--- config.mk ---
export PLATFORM = sky130hd
export DESIGN_NAME = fetch_stage_flat
export DESIGN_NICKNAME = d
export VERILOG_FILES = /design/src/rtl/fetch_stage_if.sv /design/src/rtl/fetch_stage.sv /design/src/flat_wrapper.sv
export SDC_FILE = /design/constraint.sdc
export NUM_CORES = 1
export LEC_CHECK = 0
export ABC_AREA = 1
export CAP_MARGIN = 25
export CORE_MARGIN = 2
export CORE_UTILIZATION = 45
export DETAILED_ROUTE_END_ITERATION = 6
export MAX_ROUTING_LAYER = met4
export PLACE_DENSITY = 0.9
export SYNTH_ARGS = -nofsm -noshare
export SYNTH_HDL_FRONTEND = slang
export SYNTH_SLANG_ARGS = --single-unit
export TNS_END_PERCENT = 20
--- constraint.sdc ---
create_clock -name clk -period 1.5 [get_ports clk]
set_input_delay 0.225 -clock clk [delete_from_list [all_inputs] [get_ports clk]]
set_output_delay 0.225 -clock clk [all_outputs]
set_load 0.005 [all_outputs]
--- src/rtl/fetch_stage_if.sv ---
// Fetch-stage bus bundle: control inputs from hazard/EX units, instruction memory read, IF/ID outputs.
// Latency: none, this is a signal bundle only.
// Backpressure: stall travels on this bundle; fetch_stage holds everything while it is high.
interface fetch_stage_if #(
    parameter int PC_W   = 5,
    parameter int INST_W = 8
);
    logic              stall;
    logic              redirect;
    logic [PC_W-1:0]   redirect_pc;
    logic [INST_W-1:0] inst_in;
    logic [PC_W-1:0]   pc_out;
    logic [INST_W-1:0] ifid_inst;
    logic [PC_W-1:0]   ifid_pc;
    logic              ifid_valid;
    logic              halted;

    // Fetch stage side
    modport master (
        input  stall, redirect, redirect_pc, inst_in,
        output pc_out, ifid_inst, ifid_pc, ifid_valid, halted
    );

    // Pipeline / memory side
    modport slave (
        output stall, redirect, redirect_pc, inst_in,
        input  pc_out, ifid_inst, ifid_pc, ifid_valid, halted
    );
endinterface

--- src/rtl/fetch_stage.sv ---
// IF stage: owns the PC, reads instruction memory combinationally, fills the IF/ID register (BOOT/RUN/HALTED FSM).
// Latency: 1 cycle from pc_out=A to the instruction at A in ifid_inst; one instruction per cycle in RUN.
// Backpressure: stall holds PC and IF/ID; redirect overrides stall. Optional FETCH_PERF_CNT_EN adds saturating fetch/stall counters.
module fetch_stage #(
    parameter int                PC_W      = 5,
    parameter int                INST_W    = 8,
    parameter logic [PC_W-1:0]   RESET_PC  = '0,
    parameter logic [INST_W-1:0] NOP_INST  = 8'h00,
    parameter logic [INST_W-1:0] HALT_INST = 8'hFF
) (
    input  logic               clk,
    input  logic               rst,
    fetch_stage_if.master      bus
`ifdef FETCH_PERF_CNT_EN
    ,
    output logic [15:0]        fetch_count,
    output logic [15:0]        stall_count
`endif
);

    typedef enum logic [1:0] {
        BOOT   = 2'd0,
        RUN    = 2'd1,
        HALTED = 2'd2
    } state_t;

    typedef struct packed {
        logic              valid;
        logic [PC_W-1:0]   pc;
        logic [INST_W-1:0] inst;
    } ifid_t;

    localparam ifid_t BUBBLE = '{valid: 1'b0, pc: '0, inst: NOP_INST};

    state_t          state;
    logic [PC_W-1:0] pc;
    ifid_t           ifid;
    logic            halted_q;

    // PC goes straight to memory; no input reaches pc_out combinationally
    assign bus.pc_out     = pc;
    assign bus.ifid_inst  = ifid.inst;
    assign bus.ifid_pc    = ifid.pc;
    assign bus.ifid_valid = ifid.valid;
    assign bus.halted     = halted_q;

    // Fetch FSM: PC, IF/ID register and halted flag update together
    always_ff @(posedge clk or negedge rst) begin
        if (!rst) begin
            state    <= BOOT;
            pc       <= RESET_PC;
            ifid     <= BUBBLE;
            halted_q <= 1'b0;
        end else begin
            case (state)
                // Memory is not settled yet: burn one edge, ignore redirect/stall
                BOOT: begin
                    state <= RUN;
                end
                RUN: begin
                    if (bus.redirect) begin
                        pc   <= bus.redirect_pc;
                        ifid <= BUBBLE;
                    end else if (!bus.stall) begin
                        ifid <= '{valid: 1'b1, pc: pc, inst: bus.inst_in};
                        if (bus.inst_in == HALT_INST) begin
                            state    <= HALTED;
                            halted_q <= 1'b1;
                        end else begin
                            pc <= pc + PC_W'(1);
                        end
                    end
                end
                HALTED: begin
                    if (bus.redirect) begin
                        pc       <= bus.redirect_pc;
                        ifid     <= BUBBLE;
                        state    <= RUN;
                        halted_q <= 1'b0;
                    end else if (!bus.stall) begin
                        // stall keeps the halt instruction in IF/ID until decode takes it
                        ifid <= BUBBLE;
                    end
                end
                default: begin
                    state    <= BOOT;
                    halted_q <= 1'b0;
                end
            endcase
        end
    end

`ifdef FETCH_PERF_CNT_EN
    logic fetch_evt;
    logic stall_evt;

    assign fetch_evt = (state == RUN) && !bus.redirect && !bus.stall;
    assign stall_evt = (state == RUN) && bus.stall && !bus.redirect;

    // Saturating performance counters
    always_ff @(posedge clk or negedge rst) begin
        if (!rst) begin
            fetch_count <= '0;
            stall_count <= '0;
        end else begin
            if (fetch_evt && (fetch_count != 16'hFFFF)) fetch_count <= fetch_count + 16'd1;
            if (stall_evt && (stall_count != 16'hFFFF)) stall_count <= stall_count + 16'd1;
        end
    end
`endif

endmodule

--- src/flat_wrapper.sv ---
// flat-port wrapper written by rule: the top's interface ports become plain ports
module fetch_stage_flat 
#(
    parameter int                PC_W      = 5,
    parameter int                INST_W    = 8,
    parameter logic [PC_W-1:0]   RESET_PC  = '0,
    parameter logic [INST_W-1:0] NOP_INST  = 8'h00,
    parameter logic [INST_W-1:0] HALT_INST = 8'hFF
)
  (clk, rst, bus_stall, bus_redirect, bus_redirect_pc, bus_inst_in, bus_pc_out, bus_ifid_inst, bus_ifid_pc, bus_ifid_valid, bus_halted);
  fetch_stage_if #(.PC_W(PC_W), .INST_W(INST_W)) bus_i ();
  input  logic clk;
  input  logic rst;
  input wire logic [$bits(bus_i.stall)-1:0] bus_stall;
  input wire logic [$bits(bus_i.redirect)-1:0] bus_redirect;
  input wire logic [$bits(bus_i.redirect_pc)-1:0] bus_redirect_pc;
  input wire logic [$bits(bus_i.inst_in)-1:0] bus_inst_in;
  output wire logic [$bits(bus_i.pc_out)-1:0] bus_pc_out;
  output wire logic [$bits(bus_i.ifid_inst)-1:0] bus_ifid_inst;
  output wire logic [$bits(bus_i.ifid_pc)-1:0] bus_ifid_pc;
  output wire logic [$bits(bus_i.ifid_valid)-1:0] bus_ifid_valid;
  output wire logic [$bits(bus_i.halted)-1:0] bus_halted;
  assign bus_i.stall = bus_stall;
  assign bus_i.redirect = bus_redirect;
  assign bus_i.redirect_pc = bus_redirect_pc;
  assign bus_i.inst_in = bus_inst_in;
  assign bus_pc_out = bus_i.pc_out;
  assign bus_ifid_inst = bus_i.ifid_inst;
  assign bus_ifid_pc = bus_i.ifid_pc;
  assign bus_ifid_valid = bus_i.ifid_valid;
  assign bus_halted = bus_i.halted;
  fetch_stage #(.PC_W(PC_W), .INST_W(INST_W), .RESET_PC(RESET_PC), .NOP_INST(NOP_INST), .HALT_INST(HALT_INST)) u_core (.clk(clk), .rst(rst), .bus(bus_i));
endmodule
* Word-level counts from Yosys, hierarchy flattened
Cells that the tools add are included.
** Storage, ports and cells
- Word-level logic and storage cells :: 44
- Register bits after elaboration :: 22
** Cells by class
- Reductions and logical operators :: 6
- Eq/ne operators :: 10
- Add/subtract/negate cells :: 1
- Bitwise gates (word level) :: 1
- Mux-type cells :: 20
** Operators with widths (number)
- 14-bit two-way mux :: 4
- 14-bit case mux with 2 select lines :: 1
- 5-bit two-way mux :: 4
- 5-bit case mux with 2 select lines :: 1
- 3-bit != test, second input constant :: 3
- 8-bit == test, second input constant :: 1
- 2-bit two-way mux :: 4
- 4-bit AND reduction :: 2
- 2-bit != test, second input constant :: 3
- 2-bit case mux with 3 select lines :: 1
- 5-bit by 1-bit adder with 5-bit output, second input constant :: 1
- 5-bit AND reduction :: 1
- 1-bit two-way mux :: 4
- 1-bit case mux with 3 select lines :: 1
- 3-bit AND reduction :: 1
- 2-bit by 1-bit == test with 1-bit output, second input constant :: 1
- 2-bit == test, second input constant :: 1
- 2-bit logical NOT :: 1
- 2-bit by 1-bit != test with 1-bit output, second input constant :: 1
- 2-bit nonzero test :: 1
- 1-bit NOT :: 1

* Depth between registers and ports, before layout
Gate-level depths: netlist (run 1).
- Depth in word-level cells :: 5
- Gate-level depth with buffers :: 8
- Gate-level depth less buffers :: 8

* Worst setup path before layout (run 1)
OpenSTA, ideal clock, no wires.
- Path type :: register to register
- Start :: register u_core.state[1]
- End :: register u_core.pc[3], in the netlist u_core.bus.pc_out[3]
- Library setup time :: 116 ps
- Period minus slack after synthesis :: 1136 ps
- Arrival :: 1019 ps
- Cell stages (with the launch flop) :: 9
- Setup slack :: 364 ps
- Cells stage by stage :: dfrtp_1 inv_1 nand2_2 nand2_4 inv_1 nor2_4 nand2_4 nand2_1 nand2_1
** On the way
- Longest elaborated chain between the ends :: 3
** Ends and longest elaborated chain
- start: declaration :: line fetch_stage.sv:35 : state_t state;
- start signal: assignment :: line fetch_stage.sv:50 : state <= BOOT;
- start signal: assignment :: line fetch_stage.sv:58 : state <= RUN;
- start signal: assignment :: line fetch_stage.sv:67 : state <= HALTED;
- 2-bit by 1-bit == test with 1-bit output or 2-bit == test (tied branches) :: line fetch_stage.sv:55 : case (state)
- 3-bit != test (no source line) (tied with other cells)
- 4-bit AND reduction (no source line)
- end signal: assignment :: line fetch_stage.sv:62 : pc <= bus.redirect_pc;
- end signal: assignment :: line fetch_stage.sv:70 : pc <= pc + PC_W'(1);
- end signal: assignment :: line fetch_stage.sv:76 : pc <= bus.redirect_pc;
- end: declaration :: line fetch_stage.sv:36 : logic [PC_W-1:0] pc;
Parallel ways exist; a longest one is shown, timed or not.
A chain may end at the register's enable or synchronous reset.

* Worst setup path after layout (run 1)
- Start :: register u_core.pc[1], in the netlist u_core.bus.pc_out[1]
- End :: output bus_pc_out[1]
** RTL lines
- end: declaration :: line flat_wrapper.sv:18 : output wire logic [$bits(bus_i.pc_out)-1:0] bus_pc_out;
No word-level cell between the ends.

==> flow_metrics.env, run 1 <==
export IMPL_cts_path_max_buffers=2
export IMPL_detail_route_drc_violations=0
export IMPL_final_layout_size_suffix_gt1_share_pct=17.2
export IMPL_crit_path_end_kind="output pin"
export IMPL_gpl_final_weighted_congestion=0.808
export IMPL_area_growth_pct=40.0
export IMPL_cts_inserted_buffers=3
export IMPL_routed_via_density=5.12
export IMPL_synthFlopType="sky130_fd_sc_hd__dfrtp_1"
export IMPL_io_pin_count=37
export IMPL_insertedDiodeCount=0
export IMPL_final_hold_violation_count=0
export IMPL_initial_core_util_pct=47.4
export IMPL_floorplan_die_area_mm2=0.00303
export IMPL_fin_area_mm2=0.00164
export IMPL_grt_pass1_vias=1087
export IMPL_crit_required_ns=1.27
export IMPL_cts_hold_buffers_added=0
export IMPL_count_of_distinct_cell_types_in_the_synthesized_netlist=22
export IMPL_final_period_minus_worst_setup_slack_ns=1.44
export IMPL_worst_ir_drop_vdd_mv=0.535
export IMPL_setup_viol=0
export IMPL_critical_path_top_delay_family="buffers and inverters"
export IMPL_post_dr_wirelength_cell_um=13.0
export IMPL_power_static_leakage_nw=0.866
export IMPL_synth_ff_latch_count=22
export IMPL_synthesis_instances=147
export IMPL_synth_largest_area_cell="sky130_fd_sc_hd__dfrtp_1"
export IMPL_worstReg2RegStart="u_core.bus.pc_out[1]"
export IMPL_clock_insertion_delay_worst_skew_ns=0.31
export IMPL_finalCritPeriodShare_pct=96.2
export IMPL_wire_length_of_the_first_global_routing_pass_mm=4.54
export IMPL_syn_mean_instance_area_um2=7.98
export IMPL_synth_fp_nets=165
export IMPL_die_y_um=55.1
export IMPL_synth_area_mm2=0.00117
export IMPL_layout_setup_ws_ns=0.0576
export IMPL_maxCapViolCount=0
export IMPL_tritoncts="yes"
export IMPL_critical_path_class="reg -> out"
export IMPL_grt_use_total_pct=21.9
export IMPL_detailedRoute_firstPassIterationCount=4
export IMPL_final_nets=211
export IMPL_dpl_worst_slack_ns=-0.0413
export IMPL_final_setup_skew_ns=0.00422
export IMPL_yosysWarnings=0
export IMPL_timing_critical_path_from="u_core.bus.pc_out[1]"
export IMPL_synthDominantCellAreaShare_pct=46.9
export IMPL_hpwlAfterDp_mm=2.23
export IMPL_finalMaxSlewViolations=0
export IMPL_cp_cell_sequence="clkdlybuf4s50_1"
export IMPL_fillerInstances=193
export IMPL_totalWireLength_mm=2.90
export IMPL_ys_async_sr_fraction_pct=100
export IMPL_worstSetupStartpointType="register"
export IMPL_global_route_overflow_total=0
export IMPL_drtAntennaViolNets=0
export IMPL_actual_transition_at_the_worst_max_transition_pin_ns=0.328
export IMPL_min_path_type="in -> async"
export IMPL_placement_cell_area_mm2=0.00159
export IMPL_io_buffers=36
export IMPL_number_of_antenna_violations_at_the_first_check_in_global_routing=0
export IMPL_synth_seq_area_share_pct=46.9
export IMPL_worst_hold_slack_ns=0.252
export IMPL_cts_clk_slew_worst_paths_ns=0.12
export IMPL_floorplan_die_width_um=55.1
export IMPL_critical_path_max_stage_delay_ns=0.50
export IMPL_maximum_number_of_pins_on_one_net_before_global_route_repair=23
export IMPL_crit_fanout=4
export IMPL_clock_sinks=22
export IMPL_synth_edff_count=0
export IMPL_cts_htree_levels=1
export IMPL_crit_arrival_ns=1.22
export IMPL_drt_iter0_markers=20
export IMPL_layout_area_seq_um2=553
export IMPL_critPathBufInv=1
export IMPL_cts_root_buffer_cell="sky130_fd_sc_hd__clkbuf_4"
export IMPL_num_rows=18
export IMPL_run_status="complete, no violations"
export IMPL_ys_top_cells_by_count="sky130_fd_sc_hd__nand2_1 (66), sky130_fd_sc_hd__dfrtp_1 (22), sky130_fd_sc_hd__nand3_1 (16)"
export IMPL_core_mm2=0.00248
export IMPL_max_freq_ghz=0.693
export IMPL_ys_top_cells_by_area="sky130_fd_sc_hd__dfrtp_1 (47%), sky130_fd_sc_hd__nand2_1 (21%), sky130_fd_sc_hd__nand3_1 (6.8%), sky130_fd_sc_hd__nand2_4 (4.8%), sky130_fd_sc_hd__nand3_2 (4.3%)"
export IMPL_multiInputGateArea_um2=543
export IMPL_post_synth_top_count_cell="sky130_fd_sc_hd__nand2_1"
export IMPL_critical_path_slowest_cell="sky130_fd_sc_hd__clkdlybuf4s50_1"
export IMPL_slew_limit_headroom_pct=77.9
export IMPL_rsz0062_at_grt="false"
export IMPL_pwrdens_mw_per_mm2=856
export IMPL_total_number_of_vias=1136
## what timing repair did
action,CTS,global route
gates resized for setup,4,1
setup endpoints to repair,3,2
gates cloned,0,0
buffers inserted,0,2
## per-layer routing
layer  vias up  track usage, %  part of all wire, %  wire length (um)
met5         -               -                    0                 0
met4         0            10.2                  2.3                66
met3         7            4.84                  6.3               182
met1       532            24.3                   40              1160
met2        44            37.5                   51              1490
li1        553               -                    -                 -
## metrics by stage
stage	power, W	utilization, %	TNS, ns	cells
floorplan	0.000858	-	0	147
global placement	0.00107	64.1	0	216
detailed placement	0.00108	64.1	-0.193	216
CTS	0.00140	65.6	0	220
global route	0.00149	66.3	0	222
finish	0.00141	66.3	0	222
## layout by cell type, fill, tap and decap left out, types with 2 or more instances in the layout
cell / n
sky130_fd_sc_hd__nand2_1: 66
sky130_fd_sc_hd__clkdlybuf4s50_1: 33
sky130_fd_sc_hd__dfrtp_1: 20
sky130_fd_sc_hd__nand3_1: 16
sky130_fd_sc_hd__buf_4: 9
sky130_fd_sc_hd__inv_1: 7
sky130_fd_sc_hd__nand2_4: 5
sky130_fd_sc_hd__nor2_1: 5
sky130_fd_sc_hd__nand3_2: 5
sky130_fd_sc_hd__nand4_1: 3
sky130_fd_sc_hd__clkbuf_4: 3
sky130_fd_sc_hd__inv_2: 2
sky130_fd_sc_hd__nand2_2: 2
sky130_fd_sc_hd__o21ai_1: 2
sky130_fd_sc_hd__dlygate4sd2_1: 2
sky130_fd_sc_hd__dfrtp_2: 2
## cells by family (layout without fill, tap and decap cells)
kind of cell             after synthesis  in the layout  synth area share, %
XOR/XNOR                               1              1                0.746
AO/OA/AOI/OAI                          4              4                 1.70
buffers and inverters                 15             60                 6.82
adder cells (fa/ha/maj)                1              1                 1.07
flip-flops                            22             22                 46.9
AND/OR/NAND/NOR                      104            104                 42.8
## report_power, final
group / total, W / internal (W) / switching, W / leakage [nW]
Clock: 0.000323 / 0.000148 / 0.000175 / 0.0210
Sequential: 0.000697 / 0.000651 / 0.0000461 / 0.277
Combinational: 0.000385 / 0.000209 / 0.000176 / 0.568
Total: 0.00141 / 0.00101 / 0.000396 / 0.866
## path summary, 6_finish.rpt
| check | to | slack, ns | cells past startpoint |
|---|---|---|---|
| hold reg to reg | u_core.bus.halted | 0.48 | 2 |
| setup / recovery | bus_pc_out[1] | 0.06 | 1 |
| max in group asynchronous | u_core.bus.pc_out[0] | 1.01 | 2 |
| hold / removal | u_core.bus.ifid_inst[4] | 0.25 | 2 |
| setup reg to reg | u_core.bus.pc_out[2] | 0.19 | 7 |
| min in group clk | u_core.bus.halted | 0.48 | 2 |
## layout make-up
class | instances | area share, %
well taps | 30 | 2.28
flip-flops and latches | 22 | 33.7
inverters | 11 | 2.74
repair buffers | 45 | 26.0
clock buffers | 4 | 2.21
multi-input cells | 110 | 33.1
## sequential cells by signal, summed over array words and instances (netlist names)
name	count
u_core.bus.halted	1
u_core.bus.ifid_inst	8
u_core.bus.ifid_pc	5
u_core.bus.ifid_valid	1
u_core.bus.pc_out	5
u_core.state	2
Power figures use the tool's default switching activity.
==> run 2, diff against run 1 <==
--- a/config.mk
+++ b/config.mk
@@ -15,4 +15,4 @@
 export SYNTH_ARGS = -nofsm -noshare
 export SYNTH_HDL_FRONTEND = slang
 export SYNTH_SLANG_ARGS = --single-unit
-export TNS_END_PERCENT = 20
+export TNS_END_PERCENT = 5
==> results of run 2 <==
Same layout as run 1: the final DEF is identical, and so are final timing and power.
==> run 3, diff against run 2 <==
--- a/config.mk
+++ b/config.mk
@@ -8,10 +8,10 @@
 export ABC_AREA = 1
 export CAP_MARGIN = 25
 export CORE_MARGIN = 2
-export CORE_UTILIZATION = 45
+export CORE_UTILIZATION = 40
 export DETAILED_ROUTE_END_ITERATION = 6
 export MAX_ROUTING_LAYER = met4
-export PLACE_DENSITY = 0.9
+export PLACE_DENSITY = 0.8
 export SYNTH_ARGS = -nofsm -noshare
 export SYNTH_HDL_FRONTEND = slang
 export SYNTH_SLANG_ARGS = --single-unit
==> run 3 against run 2 <==
Combinational power fell by 5.7%. Wire length fell by 6.5%. Setup slack got worse by 0.00088 ns. Critical path depth did not move. Global-route usage fell by 4.3 points. Power fell by 0.87%. Register-to-register slack improved by 0.03 ns. Maximum frequency barely moved. Critical endpoint is now bus_pc_out[2]. Die area rose by 12%. Largest power group unchanged. Non-clock buffer count fell by 2.
==> flow_metrics.env, run 3 (synthesized netlist as in run 1, its figures left out) <==
export IMPL_crit_required_ns=1.27
export IMPL_grt_use_total_pct=17.6
export IMPL_tritoncts="yes"
export IMPL_actual_transition_at_the_worst_max_transition_pin_ns=0.293
export IMPL_final_setup_skew_ns=0.0119
export IMPL_maximum_number_of_pins_on_one_net_before_global_route_repair=23
export IMPL_drt_iter0_markers=19
export IMPL_min_path_type="in -> async"
export IMPL_final_hold_violation_count=0
export IMPL_clock_insertion_delay_worst_skew_ns=0.32
export IMPL_use_met1_pct=20.6
export IMPL_cts_clk_slew_worst_paths_ns=0.13
export IMPL_layout_setup_ws_ns=0.0567
export IMPL_grt_pass1_vias=1042
export IMPL_initial_core_util_pct=42.2
export IMPL_crit_arrival_ns=1.22
export IMPL_maxCapViolCount=0
export IMPL_num_rows=19
export IMPL_clock_sinks=22
export IMPL_comb_power_share_pct=26.0
export IMPL_finalCritPeriodShare_pct=96.2
export IMPL_detail_route_drc_violations=0
export IMPL_area_growth_pct=40.0
export IMPL_final_layout_size_suffix_gt1_share_pct=15.8
export IMPL_io_pin_count=37
export IMPL_p_switching_w=0.000393
export IMPL_wire_length_of_the_first_global_routing_pass_mm=4.36
export IMPL_fin_area_mm2=0.00164
export IMPL_totalWireLength_mm=2.71
export IMPL_layout_cells_most_common="sky130_fd_sc_hd__nand2_1"
export IMPL_fillerInstances=255
export IMPL_gpl_final_weighted_congestion=0.893
export IMPL_globalRouteMet3Util_pct=2.90
export IMPL_dpl_worst_slack_ns=-0.0271
export IMPL_final_period_minus_worst_setup_slack_ns=1.44
export IMPL_critical_path_max_stage_delay_ns=0.51
export IMPL_total_number_of_vias=1119
export IMPL_cts_inserted_buffers=3
export IMPL_routed_via_density=5.06
export IMPL_sw_frac_of_total_pct=28.2
export IMPL_setup_viol=0
export IMPL_finalMaxSlewViolations=0
export IMPL_drtAntennaViolNets=0
export IMPL_floorplan_die_width_um=58.2
export IMPL_cts_htree_levels=1
export IMPL_cellInternalPower_w=0.00100
export IMPL_worstSetupStartpointType="register"
export IMPL_detailedRoute_firstPassIterationCount=5
export IMPL_placement_cell_area_mm2=0.00160
export IMPL_layout_cells_most_common_list="sky130_fd_sc_hd__nand2_1 (66), sky130_fd_sc_hd__clkdlybuf4s50_1 (32), sky130_fd_sc_hd__dfrtp_1 (21), sky130_fd_sc_hd__nand3_1 (16), sky130_fd_sc_hd__inv_1 (7)"
export IMPL_pwr_share_clk_pct=23.8
export IMPL_grt_use_met2_pct=28.7
export IMPL_worst_hold_slack_ns=0.230
export IMPL_crit_fanout=2
export IMPL_critPathBufInv=1
export IMPL_grt_most_used_layer="met2"
export IMPL_rsz0062_at_grt="false"
export IMPL_insertedDiodeCount=0
export IMPL_power_static_leakage_nw=0.873
export IMPL_worst_ir_drop_vdd_mv=0.639
export IMPL_power_share_of_the_sequential_group_pct=50.1
export IMPL_crit_path_end_kind="output pin"
export IMPL_global_route_overflow_total=0
export IMPL_final_nets=209
export IMPL_floorplan_die_area_mm2=0.00338
export IMPL_post_dr_wirelength_cell_um=12.2
export IMPL_die_y_um=58.2
export IMPL_finalCoreUtilization_pct=59.1
export IMPL_largest_register_ffs=8
export IMPL_pwrdens_mw_per_mm2=848
export IMPL_core_mm2=0.00278
export IMPL_critical_path_class="reg -> out"
export IMPL_critical_path_slowest_cell="sky130_fd_sc_hd__clkdlybuf4s50_1"
export IMPL_cts_path_max_buffers=2
export IMPL_number_of_antenna_violations_at_the_first_check_in_global_routing=0
export IMPL_hpwlAfterDp_mm=2.10
export IMPL_run_status="complete, no violations"
export IMPL_cts_post_setup_buffers_inserted=0
export IMPL_max_freq_ghz=0.693
export IMPL_critical_path_top_delay_family="buffers and inverters"
export IMPL_cts_root_buffer_cell="sky130_fd_sc_hd__clkbuf_4"
export IMPL_slew_limit_headroom_pct=80.2
export IMPL_report_power_total_w=0.00139
export IMPL_cp_cell_sequence="clkdlybuf4s50_1"
export IMPL_io_buffers=36
-- run 3: final timing paths --
kind | from | end | slack [ns] | cells past startpoint
max | u_core.bus.pc_out[2] | bus_pc_out[2] | 0.06 | 1
min | rst | u_core.bus.pc_out[0] | 0.23 | 2
max reg2reg | u_core.state[0] | u_core.bus.ifid_inst[1] | 0.22 | 7
min reg2reg | u_core.bus.ifid_inst[6] | u_core.bus.ifid_inst[6] | 0.49 | 2
max in group asynchronous | rst | u_core.bus.pc_out[1] | 1.02 | 2
min in group clk | bus_inst_in[7] | u_core.bus.ifid_inst[7] | 0.47 | 3
-- run 3: what timing repair did --
| action | CTS | global route |
|---|---|---|
| hold buffers | 0 | 0 |
| resized for setup | 3 | 2 |
| endpoints found under the setup margin | 3 | 2 |
-- run 3: layout make-up --
class                   count  area, um2  area share (%)
inverters                  11       45.0            2.74
well taps                  31       38.8            2.36
clock buffers               4       36.3            2.21
multi-input cells         110        543            33.1
flip-flops and latches     22        552            33.6
repair buffers             43        428            26.0
-- run 3: per-layer routing --
layer  share of wire, %  vias up  wire length (um)
li1                   -      549                 -
met1                 42      522              1150
met2                 48       39              1300
met3                6.4        9               174
met4                2.9        0                78
met5                  0        -                 0
-- run 3: stage by stage --
step | cells | TNS (ns)
floorplan | 147 | 0
global placement | 217 | 0
detailed placement | 217 | -0.122
CTS | 221 | 0
global route | 221 | 0
finish | 221 | 0
-- run 3: power groups by stage --
stage                     logic (W)  registers [W]  clock network [W]
after floorplan            0.000151       0.000707                  0
after global placement     0.000364       0.000707                  0
after detailed placement   0.000372       0.000709                  0
after CTS                  0.000369       0.000699           0.000339
after global routing       0.000401       0.000707           0.000360
final                      0.000363       0.000698           0.000332
